### config.mk
export PLATFORM = sky130hd
export DESIGN_NAME = prio_grant_scheduler
export DESIGN_NICKNAME = d
export VERILOG_FILES = /design/src/rtl/prio_grant_scheduler.sv
export SDC_FILE = /design/constraint.sdc
export NUM_CORES = 1
export LEC_CHECK = 0
export CAP_MARGIN = 5
export CELL_PAD_IN_SITES_DETAIL_PLACEMENT = 0
export CELL_PAD_IN_SITES_GLOBAL_PLACEMENT = 1
export CORE_MARGIN = 1
export CORE_UTILIZATION = 30
export CTS_BUF_LIST = sky130_fd_sc_hd__clkbuf_2
export DETAILED_ROUTE_END_ITERATION = 10
export HOLD_SLACK_MARGIN = 0.03
export PLACE_DENSITY_LB_ADDON = 0.3
export SLEW_MARGIN = 0
export SYNTH_ARGS = -nofsm -noshare
export SYNTH_HDL_FRONTEND = slang
export SYNTH_SLANG_ARGS = --single-unit
### constraint.sdc
create_clock -name clk -period 22 [get_ports clk]
set_clock_uncertainty 0.15 [all_clocks]
set_input_delay 2.2 -clock clk [delete_from_list [all_inputs] [get_ports clk]]
set_output_delay 2.2 -clock clk [all_outputs]
set_load 0.02 [all_outputs]
### src/rtl/prio_grant_scheduler.sv
`default_nettype none
// ============================================================================
// Module   : prio_grant_scheduler
// Purpose  : 8-requester scheduler for one shared resource. Lowest priority
//            value wins. Ties are broken round-robin and long-waiting
//            requesters are promoted. The grant is held until the owner
//            releases it or its tenure of MAX_HOLD cycles expires.
// Revision : 1.0 - initial release
// ============================================================================
module prio_grant_scheduler #(
    parameter int N            = 8,
    parameter int MAX_HOLD     = 16,
    parameter int STARVE_LIMIT = 4
) (
    input  logic           clk,
    input  logic           rst_n,
    input  logic [7:0]     req,
    input  logic [8*N-1:0] prio,
    output logic [7:0]     gnt,
    output logic           gnt_valid,
    output logic [2:0]     gnt_idx,
    output logic           revoke
);

    // Width of the tenure counter; it only needs to reach MAX_HOLD-1.
    localparam int              c_HOLD_W    = (MAX_HOLD > 1) ? $clog2(MAX_HOLD) : 1;
    localparam logic [c_HOLD_W-1:0] c_HOLD_LAST = c_HOLD_W'(MAX_HOLD - 1);
    localparam logic [c_HOLD_W-1:0] c_HOLD_ONE  = c_HOLD_W'(1);
    localparam logic [3:0]      c_STARVE_LIM = 4'(STARVE_LIMIT);
    localparam logic [3:0]      c_STARVE_MAX = 4'd15;

    typedef enum logic [0:0] {
        ST_IDLE  = 1'b0,
        ST_GRANT = 1'b1
    } state_t;

    state_t                r_state;
    state_t                w_state_nxt;

    logic [2:0]            r_gnt_idx;
    logic [2:0]            r_last_idx;
    logic [c_HOLD_W-1:0]   r_hold_cnt;
    logic [3:0]            r_starve [8];
    logic                  r_revoke;

    logic [7:0]            w_cand;
    logic [7:0]            w_starved;
    logic [7:0]            w_pool;
    logic [7:0]            w_match;
    logic [N-1:0]          w_min;
    logic [2:0]            w_scan;
    logic [2:0]            w_win_idx;
    logic                  w_found;
    logic [2:0]            w_next_owner;
    logic                  w_event;
    logic                  w_timeout;
    logic                  w_go_idle;
    logic                  w_hold_inc;

    // ------------------------------------------------------------------
    // Winner selection
    // ------------------------------------------------------------------

    // Starved candidates form an exclusive pool that outranks every other.
    always_comb begin
        w_starved = '0;
        for (int i = 0; i < 8; i++) begin
            w_starved[i] = (r_starve[i] >= c_STARVE_LIM);
        end
        if ((w_cand & w_starved) != 8'd0) begin
            w_pool = w_cand & w_starved;
        end else begin
            w_pool = w_cand;
        end
    end

    // Smallest priority value present in the pool.
    always_comb begin
        w_min = '1;
        for (int i = 0; i < 8; i++) begin
            if (w_pool[i] && (prio[i*N +: N] < w_min)) begin
                w_min = prio[i*N +: N];
            end
        end
    end

    // Among pool members holding the minimum, take the first one found
    // scanning upward from the slot after the previous winner.
    always_comb begin
        w_match   = '0;
        w_win_idx = 3'd0;
        w_found   = 1'b0;
        w_scan    = 3'd0;
        for (int i = 0; i < 8; i++) begin
            w_match[i] = w_pool[i] && (prio[i*N +: N] == w_min);
        end
        for (int k = 0; k < 8; k++) begin
            w_scan = r_last_idx + 3'd1 + 3'(k);
            if (!w_found && w_match[w_scan]) begin
                w_win_idx = w_scan;
                w_found   = 1'b1;
            end
        end
    end

    // An empty candidate set only happens on a timeout with nobody else
    // waiting; the current owner then keeps the resource.
    always_comb begin
        w_next_owner = (w_cand == 8'd0) ? r_gnt_idx : w_win_idx;
    end

    // ------------------------------------------------------------------
    // Control FSM
    // ------------------------------------------------------------------

    // State register.
    always_ff @(posedge clk or negedge rst_n) begin
        if (!rst_n) begin
            r_state <= ST_IDLE;
        end else begin
            r_state <= w_state_nxt;
        end
    end

    // Next-state and per-edge decisions: arbitrate, time out, release, or hold.
    always_comb begin
        w_state_nxt = r_state;
        w_cand      = '0;
        w_event     = 1'b0;
        w_timeout   = 1'b0;
        w_go_idle   = 1'b0;
        w_hold_inc  = 1'b0;
        case (r_state)
            ST_IDLE: begin
                if (req != 8'd0) begin
                    w_cand      = req;
                    w_event     = 1'b1;
                    w_state_nxt = ST_GRANT;
                end
            end
            ST_GRANT: begin
                if (!req[r_gnt_idx]) begin
                    // Owner released; hand off directly if anyone else waits.
                    if (req != 8'd0) begin
                        w_cand  = req;
                        w_event = 1'b1;
                    end else begin
                        w_go_idle   = 1'b1;
                        w_state_nxt = ST_IDLE;
                    end
                end else if (r_hold_cnt == c_HOLD_LAST) begin
                    // Tenure expired: re-arbitrate without the owner.
                    w_cand    = req & ~(8'b1 << r_gnt_idx);
                    w_event   = 1'b1;
                    w_timeout = 1'b1;
                end else begin
                    w_hold_inc = 1'b1;
                end
            end
            default: begin
                w_go_idle   = 1'b1;
                w_state_nxt = ST_IDLE;
            end
        endcase
    end

    // ------------------------------------------------------------------
    // Datapath registers
    // ------------------------------------------------------------------

    // Owner index, round-robin pointer, tenure counter and revoke pulse.
    always_ff @(posedge clk or negedge rst_n) begin
        if (!rst_n) begin
            r_gnt_idx  <= 3'd0;
            r_last_idx <= 3'd7;
            r_hold_cnt <= '0;
            r_revoke   <= 1'b0;
        end else begin
            r_revoke <= w_timeout;
            if (w_event) begin
                r_gnt_idx  <= w_next_owner;
                r_last_idx <= w_next_owner;
                r_hold_cnt <= '0;
            end else if (w_go_idle) begin
                r_gnt_idx  <= 3'd0;
                r_hold_cnt <= '0;
            end else if (w_hold_inc) begin
                r_hold_cnt <= r_hold_cnt + c_HOLD_ONE;
            end
        end
    end

    // Starvation counters: losers of an arbitration count up, winner and
    // idle requesters reset.
    always_ff @(posedge clk or negedge rst_n) begin
        if (!rst_n) begin
            for (int i = 0; i < 8; i++) begin
                r_starve[i] <= 4'd0;
            end
        end else begin
            for (int i = 0; i < 8; i++) begin
                if (!req[i]) begin
                    r_starve[i] <= 4'd0;
                end else if (w_event) begin
                    if (3'(i) == w_next_owner) begin
                        r_starve[i] <= 4'd0;
                    end else if (r_starve[i] != c_STARVE_MAX) begin
                        r_starve[i] <= r_starve[i] + 4'd1;
                    end
                end
            end
        end
    end

    // ------------------------------------------------------------------
    // Outputs
    // ------------------------------------------------------------------

    // Grant vector is derived from the held owner so it is one-hot or zero.
    always_comb begin
        gnt_valid = (r_state == ST_GRANT);
        gnt       = gnt_valid ? (8'b1 << r_gnt_idx) : 8'd0;
        gnt_idx   = r_gnt_idx;
        revoke    = r_revoke;
    end

endmodule
`default_nettype wire

After elaboration in Yosys (flattened, before gate mapping)

Cells that the tools add are included.

Add/sub/neg operators: 17
Order comparisons: 25
Equal/unequal tests: 40
Shift-type cells: 1
Multiplexer cells: 99
Bitwise gates (word level): 4
Reductions and logical operators: 44

Operators by type and width:

| operator            | number |
|---|---|
| $mux 4              | 35 |
| $mux 8              | 13 |
| $eq 8x8->1          | 8 |
| $lt 8x8->1          | 7 |
| $add 4x1->4 const B | 9 |
| $lt 3x4->1 const B  | 9 |
| $mux 3              | 11 |
| $ge 4x3->1 const B  | 8 |
| $ne 4x4->1 const B  | 8 |
| $mux 1              | 28 |
| $bmux 1 s3          | 9 |
| $ne 3x1->1 const B  | 8 |
| $logic_and 1x1->1   | 23 |
| $and 8x8->8         | 2 |
| $ne 2x1->1 const B  | 8 |
| $pmux 8 s2          | 1 |
| $reduce_and 2->1    | 8 |
| $reduce_bool 8->1   | 2 |
| $add 3x3->3 const B | 4 |
| $eq 3x3->1 const A  | 4 |
| $logic_not 8->1     | 1 |
| $lt 8x8->1 const B  | 1 |
| $not 8->8           | 1 |
| $shl 1x3->8 const A | 1 |
| other kinds (11)    | 21 |

Flip-flop bits (word level): 44
Bits of input ports: 74
Output and inout bits: 13
Logic and storage cells: 243

Depth between registers and ports, before layout

Depth after elaboration: 63
Mapped depth: 103
Gate-level depth less buffers: 94

Least setup slack after synthesis

No wires, ideal clock.

Path type: in2reg
Start: in req[5]
End: reg r_starve[4] (netlist name)
Setup time: 132 ps
Arrival time: 20,721 ps
Data required time: 21,718 ps
Setup slack: 997 ps
Cell stages on the path: 94
Path buffers: 11
Cells stage by stage: buf_2 mux2_4 a32o_2 a211oi_4 nor2_1 or3_1 buf_2 nor2_1 ha_1 a21o_1 a21o_1 a221oi_1 o211ai_1 a211oi_1 nand2_1 clkbuf_1 a21oi_1 inv_1 [58 not listed] a21oi_1 o31a_1 buf_2 nor2_2 buf_2 a2111oi_0 o22ai_1 or4_1 o21a_2 a22o_1 o21ba_1 buf_6 and4_4 or3_4 o211a_4 buf_6 o32ai_1 o21ai_1

Word-level cells in the longest chain between the ends: 61
Elaborated cells between the ends (all ways): 107
Classes of those cells: order compare: 7; eq/ne: 11; mux: 53; bitwise: 2; reduce/logical: 34

RTL lines:

| what                                                       | RTL line | text |
|---|---|---|
| start: declaration                                         | 17       | `input logic [7:0] req,` |
| $bmux 1 s3, or another cell as far along                   | 142      | `if (!req[r_gnt_idx]) begin` |
| $mux 1 (not written as such), or another cell as far along | 142      |  |
| $mux 8                                                     | 142      |  |
| $pmux 8 s2                                                 | 133      | `case (r_state)` |
| $and 8x8->8                                                | 70, 71   |  |
| $reduce_bool 8->1                                          | 70       | `if ((w_cand & w_starved) != 8'd0) begin` |
| $mux 8                                                     | 70       |  |
| $logic_and 1x1->1                                          | 81       | `if (w_pool[i] && (prio[i*N +: N] < w_min)) begin` |
| [45 not listed]                                            | n/a      |  |
| $logic_not 1->1                                            | 99       | `if (!w_found && w_match[w_scan]) begin` |
| $logic_and 1x1->1                                          | 99       |  |
| $mux 3                                                     | 99       |  |
| $mux 3                                                     | 109      | `w_next_owner = (w_cand == 8'd0) ? r_gnt_idx : w_win_idx;` |
| $eq 3x3->1                                                 | 205      | `if (3'(i) == w_next_owner) begin` |
| $mux 4                                                     | 205      |  |
| $mux 4                                                     | 204      | `end else if (w_event) begin` |
| $mux 4                                                     | 202      | `if (!req[i]) begin` |
| end signal: indexed assignment                             | 208      | `r_starve[i] <= r_starve[i] + 4'd1;` |
| end: declaration                                           | 43       | `logic [3:0] r_starve [8];` |

Parallel ways exist; a longest one is shown, timed or not. The select of a mux whose other input is x is not followed.
A chain may end at the register's enable or synchronous reset.

Worst setup path after layout

Start: in req[7]
End: reg r_starve[22] (netlist name)

Word-level cells in the longest chain between the ends: 61
Elaborated cells between the ends (all ways): 107
Classes of those cells: order compare: 7; eq/ne: 11; mux: 53; bitwise: 2; reduce/logical: 34

RTL lines:

| what                                                       | RTL line |
|---|---|
| $bmux 1 s3, or another cell as far along                   | 142 |
| $mux 1 (not written as such), or another cell as far along | 142 |
| $mux 8                                                     | 142 |
| $pmux 8 s2                                                 | 133 |
| $and 8x8->8                                                | 70, 71 |
| $reduce_bool 8->1                                          | 70 |
| $mux 8                                                     | 70 |
| $logic_and 1x1->1                                          | 81 |
| [45 not listed]                                            | n/a |
| $logic_not 1->1                                            | 99 |
| $logic_and 1x1->1                                          | 99 |
| $mux 3                                                     | 99 |
| $mux 3                                                     | 109 |
| $eq 2x3->1                                                 | 205 |
| $mux 4                                                     | 205 |
| $mux 4                                                     | 204 |
| $mux 4                                                     | 202 |

Parallel ways exist; a longest one is shown, timed or not. The select of a mux whose other input is x is not followed.

==> results.ini <==
[outcome]
status = finished clean

[timing]
drv_slew = 0
hold_viol = 0
finalCritPeriodShare_pct = 95.8
tightest_slew_ps = 1070
setup_viol = 0
max_slew_margin_pct = 28.6
fin_crit_ps = 21070
clock.fmax_mhz = 47.5

[placement]
place_congestion = 1.05
dp_hpwl_um = 33300
placed_area_um2 = 10800
port_buffers = 86

[critical_path]
reg2reg_slack_ps = 2270
worstSetupPathType = in -> reg
cp-end-kind = register
crit_arrival_ps = 21250
path_common_cell = buf_4
cpPeakStageDelay_ps = 540
reg2reg_to = r_starve[22]$_DFFE_PN0P_
r2r_cells = 89
startpoint_type = primary input
required_ps = 22180
rr_startpoint = gnt_idx[1]$_DFFE_PN0P_
crit_fanout = 17
cpMaxStageDelayCell = or4_1

[die]
fp.dieH_um = 177
coreArea_um2 = 29900
die_area_um2 = 31300
core.rowCount = 63
die_w_um = 177
initial_core_util_pct = 30.8
ios = 87

[drt]
firstDrtPassIters = 6
viasPerCell = 6.37
postRouteAntennaNets = 0
routed_wl_um = 42400
drcViolationCount = 0
wl_per_cell_um = 24.1
vias = 11180
first_iter_violations = 1122

[global_route]
grt_pass1_wl_um = 63900
grt_usage_pct = 26.4
antenna_found_initial = 1
grt_max_degree = 45
grt_pass1_vias = 10433
overflow = 0

[logic_synthesis]
yosysSeqAreaShare_pct = 12.0
synth_area_leaders = dfrtp_1 (11%), ha_1 (6.7%), nor2_1 (4.5%), nand2_1 (4.3%), a21oi_1 (4.0%)
synth_flop_cell = dfrtp_1
synth_cells = 1259
synthesis.area_um2 = 9190
yosysTopAreaCell = dfrtp_1
yosysUniqueCellTypes = 117
yosys.area.top_type_share_pct = 11.2
synth_warnings = 0
synth_nets = 1382
synthArstFlopShare_pct = 100
synth_edf_count = 0
syn-mean-instance-area_um2 = 7.30
synth_seq_cells = 44

[cells_and_area]
nFillCells = 3169
seqCellArea_um2 = 1100
syn2layout_area_growth_pct = 21.2
nets = 1485
design_area_um2 = 11100
multiInputGateArea_um2 = 7700
layout-drive-gt1-share_pct = 15.2

[min_path]
hold_end = r_last_idx[1]$_DFFE_PN1N_
holdCritPathClass = reg -> reg
whs_path_depth = 2
min_from = r_last_idx[1]$_DFFE_PN1N_

[clock_tree]
cts_buffers = 5
h-tree-depth = 2
cts-root-buf = clkbuf_2
clockBufferDepth = 2
clk_latency_ps = 470
cts_tree = built
cts.sinks = 44
hold_buffers = 0
cts.reportedPaths.clkPinSlew_ps = 260

[flow_run]
drv_cap = 0

[placed cells by master, fill, tap and decap left out, types with 23 or more instances in the layout]
| cell type | n |
|---|---|
| nor2_1 | 109 |
| nand2_1 | 101 |
| clkdlybuf4s50_1 | 85 |
| buf_4 | 76 |
| a21oi_1 | 71 |
| inv_1 | 66 |
| o21ai_0 | 61 |
| nand3_1 | 50 |
| ha_1 | 49 |
| o211ai_1 | 44 |
| dfrtp_1 | 41 |
| nor3_1 | 29 |
| a21o_1 | 28 |
| o21ai_1 | 26 |
| and3_1 | 23 |
[cells in the mapped netlist, drive strengths merged, types with 7 or more instances]
cell	number
mux2	12
o21a	16
a31oi	23
nor2b	9
a32oi	8
and2	9
a31o	8
o31ai	16
a32o	7
nor4	16
nand2	107
nor3	32
nand3	50
inv	66
clkbuf	40
and3	23
dfrtp	41
a211oi	27
or2	11
and4	10
o21ai	96
o221ai	10
nor2	114
ha	49
mux2i	27
nand4	15
or4	8
xnor2	17
buf	33
a21o	28
a21oi	78
o22ai	15
o211a	15
o211ai	48
a221oi	14
o32ai	17
or3	18
[kinds of logic after synthesis]
logic type,share of synthesized area [%]
flip-flops,12.0
multiplexers,5.84
buffers and inverters,6.59
adder cells (fa/ha/maj),6.78
AND/OR/NAND/NOR,25.0
AO/OA/AOI/OAI,41.6
XOR/XNOR,2.18
[layer usage]
metal  global-route usage [%]  vias to the layer above  wire length [um]
met5                        0                        -                 0
met3                     3.05                      116              3070
met2                     43.7                      544             19500
met1                     34.5                     5359             17800
li1                         -                     5161                 -
met4                     11.2                        0              1970
[final cells by class]
type                            instances  area share, %
Antenna cell                            1         0.0225
Clock buffer                            5          0.225
Clock inverter                          3          0.382
Inverter                               66           2.22
Multi-Input combinational cell       1077           69.1
Sequential cell                        44           9.91
Tap cell                              390           4.38
Timing Repair Buffer                  168           13.7
[timing repair]
action                     4_1_cts  5_1_grt
pin swaps                        2        8
cloned                           0        1
setup buffers                    0        9
setup endpoints to repair       32       38
resized for setup                7       45
[worst max-delay path by stage]
stage	from	to	depth (start not counted)	slack, ps
2_1_floorplan	req[5]	r_starve[4]$_DFFE_PN0P_	94	1000
3_3_place_gp	req[7]	r_starve[27]$_DFFE_PN0P_	87	-500
3_5_place_dp	req[7]	r_starve[27]$_DFFE_PN0P_	85	-660
4_1_cts	req[7]	r_starve[19]$_DFFE_PN0P_	91	30
5_1_grt	req[3]	r_starve[19]$_DFFE_PN0P_	93	-70
6_report	req[7]	r_starve[22]$_DFFE_PN0P_	90	930
[flip-flops by register name (all words and copies together) (netlist names)]
| name | count |
|---|---|
| gnt_idx | 3 |
| gnt_valid | 1 |
| r_hold_cnt | 4 |
| r_last_idx | 3 |
| r_starve | 32 |
| revoke | 1 |
[worst max-delay path, delay by kind of cell]
| family | cells | cell delay, ps |
|---|---|---|
| multiplexers | 5 | 1340 |
| buffers and inverters | 13 | 2620 |
| AND/OR/NAND/NOR | 31 | 6080 |
| AO/OA/AOI/OAI | 34 | 7070 |
| adder cells (fa/ha/maj) | 7 | 1940 |
[per-stage QoR]
step	cells	setup TNS (ps)	util, %	setup WS, ps	hold slack, ps
after floorplan	1259	0	-	997	317
after global placement	1735	-14290	36.1	-501	340
after detailed placement	1735	-19470	36.1	-660	352
after CTS	1743	0	36.4	25.9	382
after global routing	1754	-145	37.3	-74.8	398
final	1754	0	37.3	927	377
Power is left out: the tool's default activity adds up to more than one toggle a clock period on the data nets, which glitch-free logic cannot reach.
